$ cat src/rtl/hall_commutator_if.sv
// Signal bundle between the six-step commutation front end and whatever drives/observes it.
interface hall_commutator_if;
    logic        hallGrn;
    logic        hallYlw;
    logic        hallBlu;
    logic        PWM_synch;
    logic        brake_n;
    logic [11:0] drv_mag;
    logic [1:0]  selGrn;
    logic [1:0]  selYlw;
    logic [1:0]  selBlu;
    logic [10:0] duty;
    logic        comm_step;
    logic        hall_fault;
    logic        stall;

    modport master (
        output hallGrn, hallYlw, hallBlu, PWM_synch, brake_n, drv_mag,
        input  selGrn, selYlw, selBlu, duty, comm_step, hall_fault, stall
    );

    modport slave (
        input  hallGrn, hallYlw, hallBlu, PWM_synch, brake_n, drv_mag,
        output selGrn, selYlw, selBlu, duty, comm_step, hall_fault, stall
    );
endinterface

$ cat src/rtl/hall_commutator.sv
// Six-step BLDC commutation front end: hall sync/debounce on PWM_synch, phase select and duty.
// Optional stall detector enabled by defining STALL_DET_EN.
module hall_commutator #(
    parameter int unsigned DEB_CNT    = 2,
    parameter logic [10:0] MIN_DUTY   = 11'h400,
    parameter logic [10:0] BRAKE_DUTY = 11'h600
`ifdef STALL_DET_EN
    , parameter logic [15:0] STALL_PERIODS = 16'd4096
`endif
) (
    input logic              clk,
    input logic              rst,
    hall_commutator_if.slave bus
);
    typedef enum logic [1:0] {S_INIT, S_RUN, S_BRAKE, S_FAULT} state_t;

    localparam logic [2:0] DEB = 3'(DEB_CNT);

    state_t      r_state, w_state_next;
    logic [2:0]  r_cand, w_cand_next;
    logic [2:0]  r_cnt, w_cnt_next;
    logic [2:0]  r_acc, w_acc_next;
    logic        r_seen;
    logic        w_accept, w_legal, w_comm;
    logic [5:0]  r_sel, w_sel;
    logic [10:0] r_duty, w_duty;
    logic        r_comm, r_fault;
    logic [2:0]  w_hall_raw, w_hall_sync;
    logic [11:0] w_sum;
    logic [10:0] w_run_duty;
    logic        w_unused_drv;

    assign w_hall_raw   = {bus.hallGrn, bus.hallYlw, bus.hallBlu};
    assign w_unused_drv = ^bus.drv_mag[1:0];

    genvar gi;
    generate
        for (gi = 0; gi < 3; gi++) begin : g_sync
            logic r_s1, r_s2;
            always_ff @(posedge clk) begin
                if (rst) begin
                    r_s1 <= 1'b0;
                    r_s2 <= 1'b0;
                end else begin
                    r_s1 <= w_hall_raw[gi];
                    r_s2 <= r_s1;
                end
            end
            assign w_hall_sync[gi] = r_s2;
        end
    endgenerate

    function automatic logic [5:0] f_table(input logic [2:0] h);
        case (h)
            3'b101:  f_table = 6'b10_01_00;
            3'b100:  f_table = 6'b10_00_01;
            3'b110:  f_table = 6'b00_10_01;
            3'b010:  f_table = 6'b01_10_00;
            3'b011:  f_table = 6'b01_00_10;
            3'b001:  f_table = 6'b00_01_10;
            default: f_table = 6'b00_00_00;
        endcase
    endfunction

    // Acceptance fires only on the sample where the run of identical codes first hits DEB.
    always_comb begin
        w_cand_next = r_cand;
        w_cnt_next  = r_cnt;
        w_accept    = 1'b0;
        if (bus.PWM_synch) begin
            if (w_hall_sync == r_cand) begin
                if (r_cnt != DEB) begin
                    w_cnt_next = 3'(r_cnt + 3'd1);
                    w_accept   = (3'(r_cnt + 3'd1) == DEB);
                end
            end else begin
                w_cand_next = w_hall_sync;
                w_cnt_next  = 3'd1;
                w_accept    = (DEB == 3'd1);
            end
        end
    end

    assign w_acc_next = w_accept ? w_cand_next : r_acc;
    assign w_legal    = (w_acc_next != 3'b000) && (w_acc_next != 3'b111);
    assign w_comm     = w_accept && (!r_seen || (w_cand_next != r_acc));
    assign w_sum      = {1'b0, MIN_DUTY} + {2'b00, bus.drv_mag[11:2]};
    assign w_run_duty = w_sum[11] ? 11'h7FF : w_sum[10:0];

    // Illegal code outranks brake, brake outranks the commutation table.
    always_comb begin
        w_state_next = r_state;
        w_sel        = 6'b00_00_00;
        w_duty       = 11'h000;
        if (bus.PWM_synch) begin
            case (r_state)
                S_INIT, S_FAULT: begin
                    if (w_accept)
                        w_state_next = !w_legal ? S_FAULT : (!bus.brake_n ? S_BRAKE : S_RUN);
                end
                S_RUN: begin
                    if (w_accept && !w_legal) w_state_next = S_FAULT;
                    else if (!bus.brake_n)    w_state_next = S_BRAKE;
                end
                S_BRAKE: begin
                    if (w_accept && !w_legal)       w_state_next = S_FAULT;
                    else if (bus.brake_n && w_legal) w_state_next = S_RUN;
                end
                default: w_state_next = S_INIT;
            endcase
        end
        case (w_state_next)
            S_RUN: begin
                w_sel  = f_table(w_acc_next);
                w_duty = w_run_duty;
            end
            S_BRAKE: begin
                w_sel  = 6'b11_11_11;
                w_duty = BRAKE_DUTY;
            end
            default: ;
        endcase
    end

    always_ff @(posedge clk) begin
        if (rst) begin
            r_state <= S_INIT;
            r_cand  <= 3'b000;
            r_cnt   <= 3'd0;
            r_acc   <= 3'b000;
            r_seen  <= 1'b0;
            r_sel   <= 6'b00_00_00;
            r_duty  <= 11'h000;
            r_comm  <= 1'b0;
            r_fault <= 1'b0;
        end else begin
            r_state <= w_state_next;
            r_cand  <= w_cand_next;
            r_cnt   <= w_cnt_next;
            r_acc   <= w_acc_next;
            r_seen  <= r_seen | w_accept;
            r_sel   <= w_sel;
            r_duty  <= w_duty;
            r_comm  <= w_comm;
            r_fault <= (w_state_next == S_FAULT);
        end
    end

`ifdef STALL_DET_EN
    logic [15:0] r_stall_cnt, w_stall_cnt_next;
    logic        r_stall;

    always_comb begin
        w_stall_cnt_next = r_stall_cnt;
        if (w_comm || (w_state_next != S_RUN))
            w_stall_cnt_next = 16'd0;
        else if (bus.PWM_synch && (r_state == S_RUN) && (r_stall_cnt != STALL_PERIODS))
            w_stall_cnt_next = r_stall_cnt + 16'd1;
    end

    always_ff @(posedge clk) begin
        if (rst) begin
            r_stall_cnt <= 16'd0;
            r_stall     <= 1'b0;
        end else begin
            r_stall_cnt <= w_stall_cnt_next;
            if (w_comm || ((w_state_next == S_BRAKE) && (r_state != S_BRAKE)))
                r_stall <= 1'b0;
            else if (w_stall_cnt_next == STALL_PERIODS)
                r_stall <= 1'b1;
        end
    end

    assign bus.stall = r_stall;
`else
    assign bus.stall = 1'b0;
`endif

    assign bus.selGrn     = r_sel[5:4];
    assign bus.selYlw     = r_sel[3:2];
    assign bus.selBlu     = r_sel[1:0];
    assign bus.duty       = r_duty;
    assign bus.comm_step  = r_comm;
    assign bus.hall_fault = r_fault;
endmodule
$ cat src/flat_wrapper.sv
// flat-port wrapper written by rule: the top's interface ports become plain ports
module hall_commutator_flat 
#(
    parameter int unsigned DEB_CNT    = 2,
    parameter logic [10:0] MIN_DUTY   = 11'h400,
    parameter logic [10:0] BRAKE_DUTY = 11'h600

)
  (clk, rst, bus_hallGrn, bus_hallYlw, bus_hallBlu, bus_PWM_synch, bus_brake_n, bus_drv_mag, bus_selGrn, bus_selYlw, bus_selBlu, bus_duty, bus_comm_step, bus_hall_fault, bus_stall);
  hall_commutator_if bus_i ();
  input logic clk;
  input logic rst;
  input wire logic [$bits(bus_i.hallGrn)-1:0] bus_hallGrn;
  input wire logic [$bits(bus_i.hallYlw)-1:0] bus_hallYlw;
  input wire logic [$bits(bus_i.hallBlu)-1:0] bus_hallBlu;
  input wire logic [$bits(bus_i.PWM_synch)-1:0] bus_PWM_synch;
  input wire logic [$bits(bus_i.brake_n)-1:0] bus_brake_n;
  input wire logic [$bits(bus_i.drv_mag)-1:0] bus_drv_mag;
  output wire logic [$bits(bus_i.selGrn)-1:0] bus_selGrn;
  output wire logic [$bits(bus_i.selYlw)-1:0] bus_selYlw;
  output wire logic [$bits(bus_i.selBlu)-1:0] bus_selBlu;
  output wire logic [$bits(bus_i.duty)-1:0] bus_duty;
  output wire logic [$bits(bus_i.comm_step)-1:0] bus_comm_step;
  output wire logic [$bits(bus_i.hall_fault)-1:0] bus_hall_fault;
  output wire logic [$bits(bus_i.stall)-1:0] bus_stall;
  assign bus_i.hallGrn = bus_hallGrn;
  assign bus_i.hallYlw = bus_hallYlw;
  assign bus_i.hallBlu = bus_hallBlu;
  assign bus_i.PWM_synch = bus_PWM_synch;
  assign bus_i.brake_n = bus_brake_n;
  assign bus_i.drv_mag = bus_drv_mag;
  assign bus_selGrn = bus_i.selGrn;
  assign bus_selYlw = bus_i.selYlw;
  assign bus_selBlu = bus_i.selBlu;
  assign bus_duty = bus_i.duty;
  assign bus_comm_step = bus_i.comm_step;
  assign bus_hall_fault = bus_i.hall_fault;
  assign bus_stall = bus_i.stall;
  hall_commutator #(.DEB_CNT(DEB_CNT), .MIN_DUTY(MIN_DUTY), .BRAKE_DUTY(BRAKE_DUTY)) u_core (.clk(clk), .rst(rst), .bus(bus_i));
endmodule
$ cat config.mk
export PLATFORM = sky130hd
export DESIGN_NAME = hall_commutator_flat
export DESIGN_NICKNAME = d
export VERILOG_FILES = /design/src/rtl/hall_commutator_if.sv /design/src/rtl/hall_commutator.sv /design/src/flat_wrapper.sv
export SDC_FILE = /design/constraint.sdc
export NUM_CORES = 1
export LEC_CHECK = 0
export CAP_MARGIN = 10
export CORE_MARGIN = 3
export CORE_UTILIZATION = 37
export CTS_CLUSTER_SIZE = 16
export DETAILED_ROUTE_END_ITERATION = 16
export PLACE_DENSITY = 0.61
export SLEW_MARGIN = 20
export SYNTH_ARGS = -nofsm -noshare
export SYNTH_HDL_FRONTEND = slang
export SYNTH_SLANG_ARGS = --single-unit
$ cat constraint.sdc
create_clock -name clk -period 4.6 [get_ports clk]
set_input_delay 0.92 -clock clk [delete_from_list [all_inputs] [get_ports clk]]
set_output_delay 0.92 -clock clk [all_outputs]
set_load 0.02 [all_outputs]
Yosys cells after proc, flatten, opt, wreduce, memory -nomap -nowiden
Index checks and enable logic that the tools add are counted.
{ "word_totals": {"regBits": 37, "elab_cells": 68, "in_bits": 19} }
{ "classes": {"reduce_logical": 11, "n_eq_ne": 18, "bitwise": 1, "addsub": 2, "muxes": 21} }
{ "ops": {"columns": ["op", "n"], "rows": [
  ["case mux 6 bit (6 select lines)", 1],
  ["case mux 11 bit (2 select lines)", 1],
  ["two-way mux 2 bit", 8],
  ["two-way mux 3 bit", 5],
  ["adder 11 x 10 -> 12 bit (first input constant)", 1],
  ["case mux 6 bit (2 select lines)", 1],
  ["two-way mux 11 bit", 1],
  ["equality test 3 x 2 -> 1 bit (second input constant)", 3],
  ["equality test 3 bit (second input constant)", 3],
  ["equality test 2 bit (second input constant)", 4],
  ["case mux 2 bit (3 select lines)", 1],
  ["equality test 2 x 1 -> 1 bit (second input constant)", 2],
  ["logical AND 1 bit", 4],
  ["adder 3 x 1 -> 3 bit (second input constant)", 1],
  ["equality test 3 x 1 -> 1 bit (second input constant)", 1],
  ["equality test 3 bit", 1],
  ["two-way mux 1 bit", 3],
  ["!= test 3 x 2 -> 1 bit (second input constant)", 1],
  ["!= test 3 bit", 1],
  ["!= test 3 bit (second input constant)", 1],
  ["nonzero test 3 bit", 1],
  ["logical NOT 1 bit", 2],
  ["logical NOT 2 bit", 1],
  ["!= test 2 bit (second input constant)", 1],
  ["other kinds (4)", 4]
]} }

Longest topological paths before layout
Gate-level depths: netlist of run 1.
{ "logic_depth": {"word_depth": 15, "depth_mapped": 12, "mapped_depth_nobuf": 11} }

Worst setup path before layout of run 1
Ideal clock, no wire load.
{ "synth_path": {"path_kind": "input to register", "start": "input bus_PWM_synch", "end": "register u_core.r_sel[0]", "cell_stages": 9, "n_path_buf": 1, "slack_ps": 1625, "t_arrival_ps": 2906, "path_cell_list": "clkbuf_1 -> mux4_2 -> nor4_1 -> a211oi_1 -> or2_1 -> ha_1 -> nor2_1 -> nand2_1 -> o21ai_1"} }
{ "synth_between": {"elab_chain_cells": 11, "elab_cells_between_ends": 26, "cone_classes": "eq/ne (9); mux (12); reduce/logical (5)"} }
{ "synth_lines": {"columns": ["item", "line", "text"], "rows": [
  ["start, declared", "flat_wrapper.sv:16", "input wire logic [$bits(bus_i.PWM_synch)-1:0] bus_PWM_synch;"],
  ["two-way mux 3 bit / two-way mux 1 bit (equally long branches)", "hall_commutator.sv:70", "if (bus.PWM_synch) begin"],
  ["two-way mux 3 bit", "hall_commutator.sv:84", "assign w_acc_next = w_accept ? w_cand_next : r_acc;"],
  ["!= test 3 bit / nonzero test 3 bit (equally long branches)", "hall_commutator.sv:85", "assign w_legal = (w_acc_next != 3'b000) && (w_acc_next != 3'b111);"],
  ["logical AND 1 bit", "hall_commutator.sv:85", null],
  ["logical AND 1 bit / logical NOT 1 bit (equally long branches)", null, null],
  ["two-way mux 2 bit / logical AND 1 bit (equally long branches)", "hall_commutator.sv:107, hall_commutator.sv:102, hall_commutator.sv:106", null],
  ["two-way mux 2 bit, on equally long branches", "hall_commutator.sv:106, hall_commutator.sv:102", null],
  ["case mux 2 bit (3 select lines)", "hall_commutator.sv:96", "case (r_state)"],
  ["two-way mux 2 bit", "hall_commutator.sv:95", "if (bus.PWM_synch) begin"],
  ["equality test 2 bit / equality test 2 x 1 -> 1 bit (equally long branches)", "hall_commutator.sv:112", "case (w_state_next)"],
  ["case mux 6 bit (2 select lines) (*)", "hall_commutator.sv:112", null],
  ["end signal, assigned", "hall_commutator.sv:142", "r_sel <= w_sel;"],
  ["end, declared", "hall_commutator.sv:25", "logic [5:0] r_sel, w_sel;"]
]} }
Mark *: on every way between the ends. The rest lies on a longest branch, timed or not.
A chain may end at the register's enable or synchronous reset.

Final worst setup path of run 1
{ "layout_path": {"start": "input bus_PWM_synch", "end": "register u_core.r_sel[5]"} }
The elaborated chain is that of the path after synthesis.

==> results_dict.tcl, run 1 <==
set metrics [dict create \
    ys_seq_area_frac 0.423 \
    wl_per_cell_um 12.2 \
    finalSetupViolCount 0 \
    synth_fa_ha_area_frac 0.0572 \
    worstPathArrival_ns 3.66 \
    power_density_nw_per_um2 351 \
    yosysTopAreaCellShare 0.423 \
    cp-end-kind "flip-flop" \
    synth_top_family_by_area "simple AND/OR/NAND/NOR gates" \
    ir_worst_vdd_mv 0.224 \
    dieWidth_um 74.8 \
    syn_to_final_growth_pct 26.0 \
    cts_buffer_depth 2 \
    initial_utilization 0.394 \
    yosys.area.top_type "dfxtp_1" \
    synth.area.mux_share 0.0358 \
    synth_seq_cells 37 \
    synthCells 199 \
    pin_count 39 \
    track_usage 0.134 \
    clock_skew_ns 0.00343 \
    insertedDiodeCount 0 \
    portBuffers 35 \
    syn_avg_cell_area_um2 8.79 \
    synth_async_sr_flop_share 0 \
    grt_pass1_vias 1324 \
    ff2ff_path_depth 9 \
    viasPerCell 5.04 \
    r2r_setup_slack_ns 1.57 \
    grt_max_degree 24 \
    synthXorXnorAreaFrac 0.0300 \
    max_cap_viol_count 0 \
    dpl.hpwl_um 2550 \
    final_common_cell "dfxtp_1" \
    rr_endpoint "u_core.bus.duty[5]" \
    die_y_um 74.8 \
    core-area_um2 4440 \
    rsz0062_at_grt "no" \
    setup-tns-final_ns 0 \
    vias 1437 \
    fin_nets 259 \
    synth-compound-area-share 0.167 \
    grt_pass1_wl_um 5740 \
    tightestPinTransition_ns 0.813 \
    crit_path_end "u_core.r_sel[5]" \
    worst_slew_margin_rel 0.456 \
    synth_area_leaders "dfxtp_1 (42%), ha_1 (5.7%), a21oi_1 (3.7%)" \
    layout_common_cells "dfxtp_1 (37), clkdlybuf4s50_1 (35), nor2_1 (15), a21oi_1 (13), o21ai_1 (11)" \
    cts_resized 0 \
    ctsHtreeMaxLevel 2 \
    antenna_left 0 \
    drive_gt1_frac 0.0558 \
    clock_sinks 37 \
    synthSimpleGateAreaFrac 0.235 \
    fillers 417 \
    drc_errors 0 \
    row_count 24 \
    postRouteWirelength_um 3480 \
    synth_cell_types 45 \
    grt.overflow.total 0 \
    final_max_slew_viol_count 0 \
    cts_root_buffer "clkbuf_8" \
    worstSetupStartpoint "bus_PWM_synch" \
    dieArea_um2 5590 \
    dr.pass1.iters 4 \
    r2r-start "u_core.r_cnt[0]" \
    utilization 0.496 \
    power.total_uw 774 \
    worstSetupPathType "input port to flip-flop" \
    synth_ff_type "dfxtp_1" \
    status "finished, final reports clean" \
    fmax_ghz 0.291 \
    ys.warnings.count 0 \
    start_kind "input port" \
    place_congestion 0.881 \
    path_clk_slew_ns 0.07 \
    cts_tree "built" \
    synth-edff-count 0 \
    post-cts-setup-buffers 0 \
    holdCritPathClass "flip-flop to flip-flop" \
    cts_hold_buf 0 \
    crit_required_ns 4.82 \
    cts_made_buffers 5 \
    hold_violations 0 \
    fin_crit_ns 3.44 \
    clk_latency_ns 0.29 \
    netlist_area_um2 1750 \
    antenna_found_initial 0 \
    crit_fanout 12 \
    syn_nets 226 \
    leakage_uw 0.000824 \
    drt_iter0_drc 46 \
    final.period_utilization 0.748 \
]
cell usage after synthesis (2+ instances only):
library cell / n
nor4_1: 3
o21ai_1: 11
nand2b_1: 10
o21ai_0: 4
nand2_1: 9
a211oi_1: 2
a21oi_1: 13
mux2i_1: 4
or2_1: 2
a31oi_1: 6
and3_1: 2
xnor2_1: 5
and2_1: 10
buf_2: 4
nor2b_1: 8
dfxtp_1: 37
nor2_1: 15
nand4_1: 2
o31ai_1: 2
clkbuf_1: 4
ha_1: 8
inv_1: 9
nor3_1: 7
area by class of cell:
cell class / count / area, um^2 / area share
clock buffer: 5 / 68.8 / 0.0312
clock inverter: 3 / 17.5 / 0.00795
inverter: 9 / 33.8 / 0.0153
multi-input combinational: 143 / 921 / 0.418
sequential: 37 / 741 / 0.336
tap: 52 / 65.1 / 0.0295
timing repair buffer: 36 / 358 / 0.162
state kept, by name (all words and copies together), names as in the netlist, 2 cells and up:
| name | count |
|---|---|
| u_core.bus.duty | 11 |
| u_core.g_sync.r_s1 | 3 |
| u_core.g_sync.r_s2 | 3 |
| u_core.r_acc | 3 |
| u_core.r_cand | 3 |
| u_core.r_cnt | 3 |
| u_core.r_sel | 6 |
| u_core.r_state | 2 |
worst min-delay path by stage:
stage,start,end,slack [ns],cells after the start
6_report,u_core.g_sync[0].r_s1,u_core.g_sync[0].r_s2,0.44,1
5_1_grt,u_core.g_sync[0].r_s1,u_core.g_sync[0].r_s2,0.46,1
4_1_cts,u_core.g_sync[0].r_s1,u_core.g_sync[0].r_s2,0.45,1
3_5_place_dp,u_core.g_sync[0].r_s1,u_core.g_sync[0].r_s2,0.43,1
3_3_place_gp,u_core.g_sync[0].r_s1,u_core.g_sync[0].r_s2,0.42,1
2_1_floorplan,u_core.g_sync[0].r_s1,u_core.g_sync[0].r_s2,0.41,1
kinds of logic (layout without fill, tap and decap cells):
family | Yosys count | in the layout
xor gates and xnor gates | 6 | 6
buffers and inverters | 19 | 53
adders and majority gates | 8 | 8
DFF | 37 | 37
and+or+nand+nor | 75 | 75
other | 1 | 1
AOI/OAI and AO/OA | 48 | 48
muxes | 5 | 5
layer usage:
metal | part of all wire | track usage | routed length, um | up-vias
li1 | - | - | - | 755
met1 | 0.47 | 0.161 | 1630 | 647
met2 | 0.47 | 0.220 | 1640 | 28
met3 | 0.046 | 0.0427 | 161 | 7
met4 | 0.014 | 0.0573 | 48 | 0
met5 | 0 | 0 | 0 | -
worst max-delay path, cell delays in order:
cell	delay, ns
clkdlybuf4s50_1	0.77
nand4_2	0.36
nor2_1	0.36
mux2i_1	0.16
or2_1	0.26
ha_1	0.31
nor2_1	0.16
nand2_1	0.19
o21ai_1	0.17
where the power goes:
part	total [uW]	internal (uW)	switching [uW]	leakage [uW]
combinational	194	88.6	105	0.000478
sequential	359	345	13.3	0.000301
clock	222	105	117	0.0000439
per-stage QoR:
step	hold slack [ns]	setup slack (ns)	std cells	instance area, um^2
after floorplan	0.414	1.63	199	1750
after global placement	0.416	0.837	277	2120
after detailed placement	0.428	0.807	277	2120
after CTS	0.447	1.11	285	2200
after global routing	0.455	0.809	285	2200
final	0.440	1.16	285	2200
Note: power is estimated with default switching activity, not from simulation.
==> run 2, diff against run 1 <==
--- a/config.mk
+++ b/config.mk
@@ -10,7 +10,7 @@
 export CORE_UTILIZATION = 37
 export CTS_CLUSTER_SIZE = 16
 export DETAILED_ROUTE_END_ITERATION = 16
-export PLACE_DENSITY = 0.61
+export PLACE_DENSITY = 0.63
 export SLEW_MARGIN = 20
 export SYNTH_ARGS = -nofsm -noshare
 export SYNTH_HDL_FRONTEND = slang
==> constraint.sdc (replaced) <==
create_clock -name clk -period 3.1 [get_ports clk]
set_input_delay 0.62 -clock clk [delete_from_list [all_inputs] [get_ports clk]]
set_output_delay 0.62 -clock clk [all_outputs]
set_load 0.02 [all_outputs]
==> results_dict.tcl, run 2 (synthesized netlist as in run 1, its figures left out) <==
set metrics [dict create \
    crit_required_ns 3.32 \
    ir_worst_vdd_mv 0.233 \
    drc_errors 0 \
    grt_max_degree 17 \
    status "finished, final reports clean" \
    fin_nets 271 \
    insertedDiodeCount 0 \
    worstSetupPathType "input port to flip-flop" \
    clock_sinks 37 \
    vias 1483 \
    clock_skew_ns 0.00856 \
    dpl.hpwl_um 2710 \
    fin_crit_ns 2.85 \
    die_y_um 74.8 \
    p_int_uw 847 \
    antenna_left 0 \
    largest_reg_flops 11 \
    cts_tree "built" \
    dieWidth_um 74.8 \
    dr.pass1.iters 4 \
    antenna_found_initial 0 \
    leakage_uw 0.000882 \
    final_common_cell "dfxtp_1" \
    viasPerCell 5.01 \
    grt_pass1_vias 1362 \
    dp.cells 289 \
    p_switching_uw 349 \
    syn_to_final_growth_pct 31.4 \
    cp-end-kind "flip-flop" \
    pin_count 39 \
    drt_iter0_drc 72 \
    final_max_slew_viol_count 0 \
    cts_made_buffers 5 \
    crit_fanout 6 \
    post-cts-setup-buffers 0 \
    fmax_ghz 0.351 \
    ctsHtreeMaxLevel 2 \
    wl_per_cell_um 12.0 \
    row_count 24 \
    power.total_uw 1200 \
    combPwrFrac 0.268 \
    worstPathArrival_ns 3.07 \
    clk_latency_ns 0.29 \
    grt.overflow.total 0 \
    track_usage 0.143 \
    core-area_um2 4440 \
    cts_hold_buf 0 \
    rsz0062_at_grt "no" \
    max_cap_viol_count 0 \
    hold_violations 0 \
    layout_common_cells "dfxtp_1 (37), clkdlybuf4s50_1 (35), nor2_1 (15), a21oi_1 (13), buf_4 (13)" \
    drive_gt1_frac 0.0984 \
    cts_resized 0 \
    initial_utilization 0.394 \
    place_congestion 0.824 \
    cts_root_buffer "clkbuf_8" \
    cts_buffer_depth 2 \
    path_clk_slew_ns 0.07 \
    portBuffers 35 \
    final.period_utilization 0.919 \
    p_clk_frac 0.287 \
    dieArea_um2 5590 \
    finalSetupViolCount 0 \
    grt_pass1_wl_um 6150 \
    fin_cells 296 \
    start_kind "input port" \
    holdCritPathClass "flip-flop to flip-flop" \
    netSwitchingFraction 0.292 \
    power_density_nw_per_um2 520 \
    p_seq_frac 0.445 \
    postRouteWirelength_um 3550 \
]
## run 2: cell types whose count changed in the layout (fill, tap and decap cells not counted)
| cell | delta |
|---|---|
| buf_4 | +12 |
| clkbuf_8 | +1 |
| clkinv_2 | -2 |
## run 2: path summary, 6_finish.rpt
kind,from,slack (ns),cells after the start,to
setup / recovery,bus_PWM_synch,0.25,10,u_core.r_sel[5]
hold / removal,u_core.g_sync[1].r_s1,0.44,1,u_core.g_sync[1].r_s2
setup reg to reg,u_core.r_cnt[0],0.35,11,u_core.r_sel[5]
hold reg to reg,u_core.g_sync[1].r_s1,0.44,1,u_core.g_sync[1].r_s2
## run 2: per-stage QoR
step	hold slack [ns]	cell area [um^2]	utilization	setup TNS [ns]	setup slack, ns
after floorplan	0.414	1750	-	0	0.425
after global placement	0.417	2210	0.497	-0.0267	-0.00805
after detailed placement	0.424	2210	0.497	-0.331	-0.0393
after CTS	0.438	2300	0.517	0	0.249
after global routing	0.447	2300	0.517	0	0.0322
final	0.437	2300	0.517	0	0.252
## run 2: power by group through the flow
stage	combinational [uW]	sequential (uW)	clock [uW]
after floorplan	161	569	0
after global placement	320	542	0
after detailed placement	322	543	0
after CTS	324	532	362
after global routing	360	536	374
final	321	532	343
## run 2: critical path, stage by stage
cell	delay, ns
clkdlybuf4s50_1	0.52
buf_4	0.21
and4_1	0.21
a211o_1	0.28
a211oi_1	0.34
or2_1	0.16
ha_1	0.23
nor2_1	0.16
nand2_1	0.16
o21ai_1	0.16
## run 2: routing by layer
metal	up-vias	share of wire	global-route usage
li1	783	-	-
met1	671	0.47	0.176
met2	22	0.48	0.233
met3	7	0.038	0.0441
met4	0	0.018	0.0593
met5	-	0	0
## run 2: layout make-up
cell class | instances | area [um^2]
multi-input combinational | 143 | 921
clock inverter | 1 | 7.51
clock buffer | 6 | 82.6
tap | 52 | 65.1
inverter | 9 | 33.8
timing repair buffer | 48 | 448
fill | 435 | 2150
sequential | 37 | 741
==> run 3, diff against run 2 <==
--- a/config.mk
+++ b/config.mk
@@ -11,6 +11,7 @@
 export CTS_CLUSTER_SIZE = 16
 export DETAILED_ROUTE_END_ITERATION = 16
 export PLACE_DENSITY = 0.63
+export REMOVE_ABC_BUFFERS = 1
 export SLEW_MARGIN = 20
 export SYNTH_ARGS = -nofsm -noshare
 export SYNTH_HDL_FRONTEND = slang
==> results_dict.tcl, run 3 (synthesized netlist as in run 1, its figures left out) <==
set metrics [dict create \
    path_clk_slew_ns 0.07 \
    fin_crit_ns 2.79 \
    combPwrFrac 0.266 \
    pin_count 39 \
    top_layer "met4" \
    met3_length_um 136 \
    rsz0062_at_grt "no" \
    finalSetupViolCount 0 \
    whs_ns 0.441 \
    die_y_um 74.8 \
    holdCritPathClass "flip-flop to flip-flop" \
    p_int_uw 951 \
    drc_errors 0 \
    vias 1487 \
    max_cap_viol_count 0 \
    worstSetupPathType "input port to flip-flop" \
    insertedDiodeCount 0 \
    wl_met2_um 1650 \
    netSwitchingFraction 0.266 \
    grt_pass1_wl_um 6150 \
    fmax_ghz 0.359 \
    antenna_found_initial 0 \
    dieWidth_um 74.8 \
    setup-tns-final_ns 0 \
    row_count 24 \
    cts_buffer_depth 2 \
    worstPathArrival_ns 3.00 \
    grt.overflow.total 0 \
    postLayoutCellArea_um2 2380 \
    dieArea_um2 5590 \
    grt_pass1_vias 1402 \
    drive_gt1_frac 0.123 \
    drt_iter0_drc 52 \
    fillers 430 \
    antenna_left 0 \
    layout_common_cells "dfxtp_1 (37), clkdlybuf4s50_1 (35), buf_4 (20), nor2_1 (15), a21oi_1 (13)" \
    fin_nets 278 \
    cts_root_buffer "clkbuf_8" \
    clock_skew_ns 0.00610 \
    post-cts-setup-buffers 0 \
    viasPerCell 4.89 \
    dp_slack_ns 0.0174 \
    clock_sinks 37 \
    placed_area_um2 2260 \
    dr.pass1.iters 4 \
    clk_latency_ns 0.29 \
    portBuffers 35 \
    cp-end-kind "flip-flop" \
    wl_per_cell_um 12.1 \
    final.period_utilization 0.899 \
    status "finished, final reports clean" \
    core-area_um2 4440 \
    track_usage 0.142 \
    largest_reg_flops 11 \
    start_kind "input port" \
    p_seq_frac 0.410 \
    cts_hold_buf 0 \
    finalWorstSetupSlack_ns 0.312 \
    seq_area_um2 741 \
    ir_worst_vdd_mv 0.300 \
    power_density_nw_per_um2 545 \
    crit_fanout 6 \
    cts_resized 0 \
    cts_tree "built" \
    syn_to_final_growth_pct 35.9 \
    final_max_slew_viol_count 0 \
    cts_made_buffers 5 \
    p_clk_frac 0.325 \
    routedLengthMet1_um 1840 \
    crit_required_ns 3.32 \
    leakage_uw 0.000932 \
    initial_utilization 0.394 \
    place_congestion 0.740 \
    postRouteWirelength_um 3680 \
    final_common_cell "dfxtp_1" \
    p_switching_uw 345 \
    ctsHtreeMaxLevel 2 \
    grt_max_degree 18 \
    hold_violations 0 \
    dpl.hpwl_um 2870 \
    power.total_uw 1300 \
    multiInputGateArea_um2 921 \
]
run 3: power by group through the flow:
stage	Clock, uW	Combinational (uW)	Sequential, uW
floorplan	0	148	572
global placement	0	344	541
detailed placement	0	346	543
CTS	437	347	531
global route	451	385	535
finish	421	344	531
run 3: worst max-delay path, cell delays in order:
cell and delay (ns):
clkdlybuf4s50_1 0.57, mux4_2 0.38, nor4_1 0.28, a211oi_1 0.10, or2_1 0.22, ha_1 0.30
nor2_1 0.18, nand2_1 0.18, o21ai_1 0.17
run 3: final cells by class:
cell class | instances | share of cell area
Clock buffer | 7 | 0.0363
Clock inverter | 1 | 0.0126
Inverter | 9 | 0.0142
Multi-Input combinational cell | 143 | 0.387
Sequential cell | 37 | 0.312
Tap cell | 52 | 0.0274
Timing Repair Buffer | 55 | 0.211
run 3: stage by stage:
| step | cells | utilization |
|---|---|---|
| 6_report | 304 | 0.535 |
| 5_1_grt | 304 | 0.535 |
| 4_1_cts | 304 | 0.535 |
| 3_5_place_dp | 296 | 0.509 |
| 3_3_place_gp | 296 | 0.509 |
| 2_1_floorplan | 189 | - |
run 3: path summary, 6_finish.rpt:
| kind | startpoint | endpoint | slack [ns] | cells after the start |
|---|---|---|---|---|
| max | bus_PWM_synch | u_core.r_sel[3] | 0.31 | 9 |
| min | u_core.g_sync[0].r_s1 | u_core.g_sync[0].r_s2 | 0.44 | 1 |
| max reg2reg | u_core.r_cnt[0] | u_core.r_sel[3] | 0.41 | 12 |
| min reg2reg | u_core.g_sync[0].r_s1 | u_core.g_sync[0].r_s2 | 0.44 | 1 |
run 3: routing by layer:
layer	GRT usage	vias up
met1	0.195	668
met5	0	-
li1	-	792
met2	0.209	21
met4	0.0613	0
met3	0.0401	6
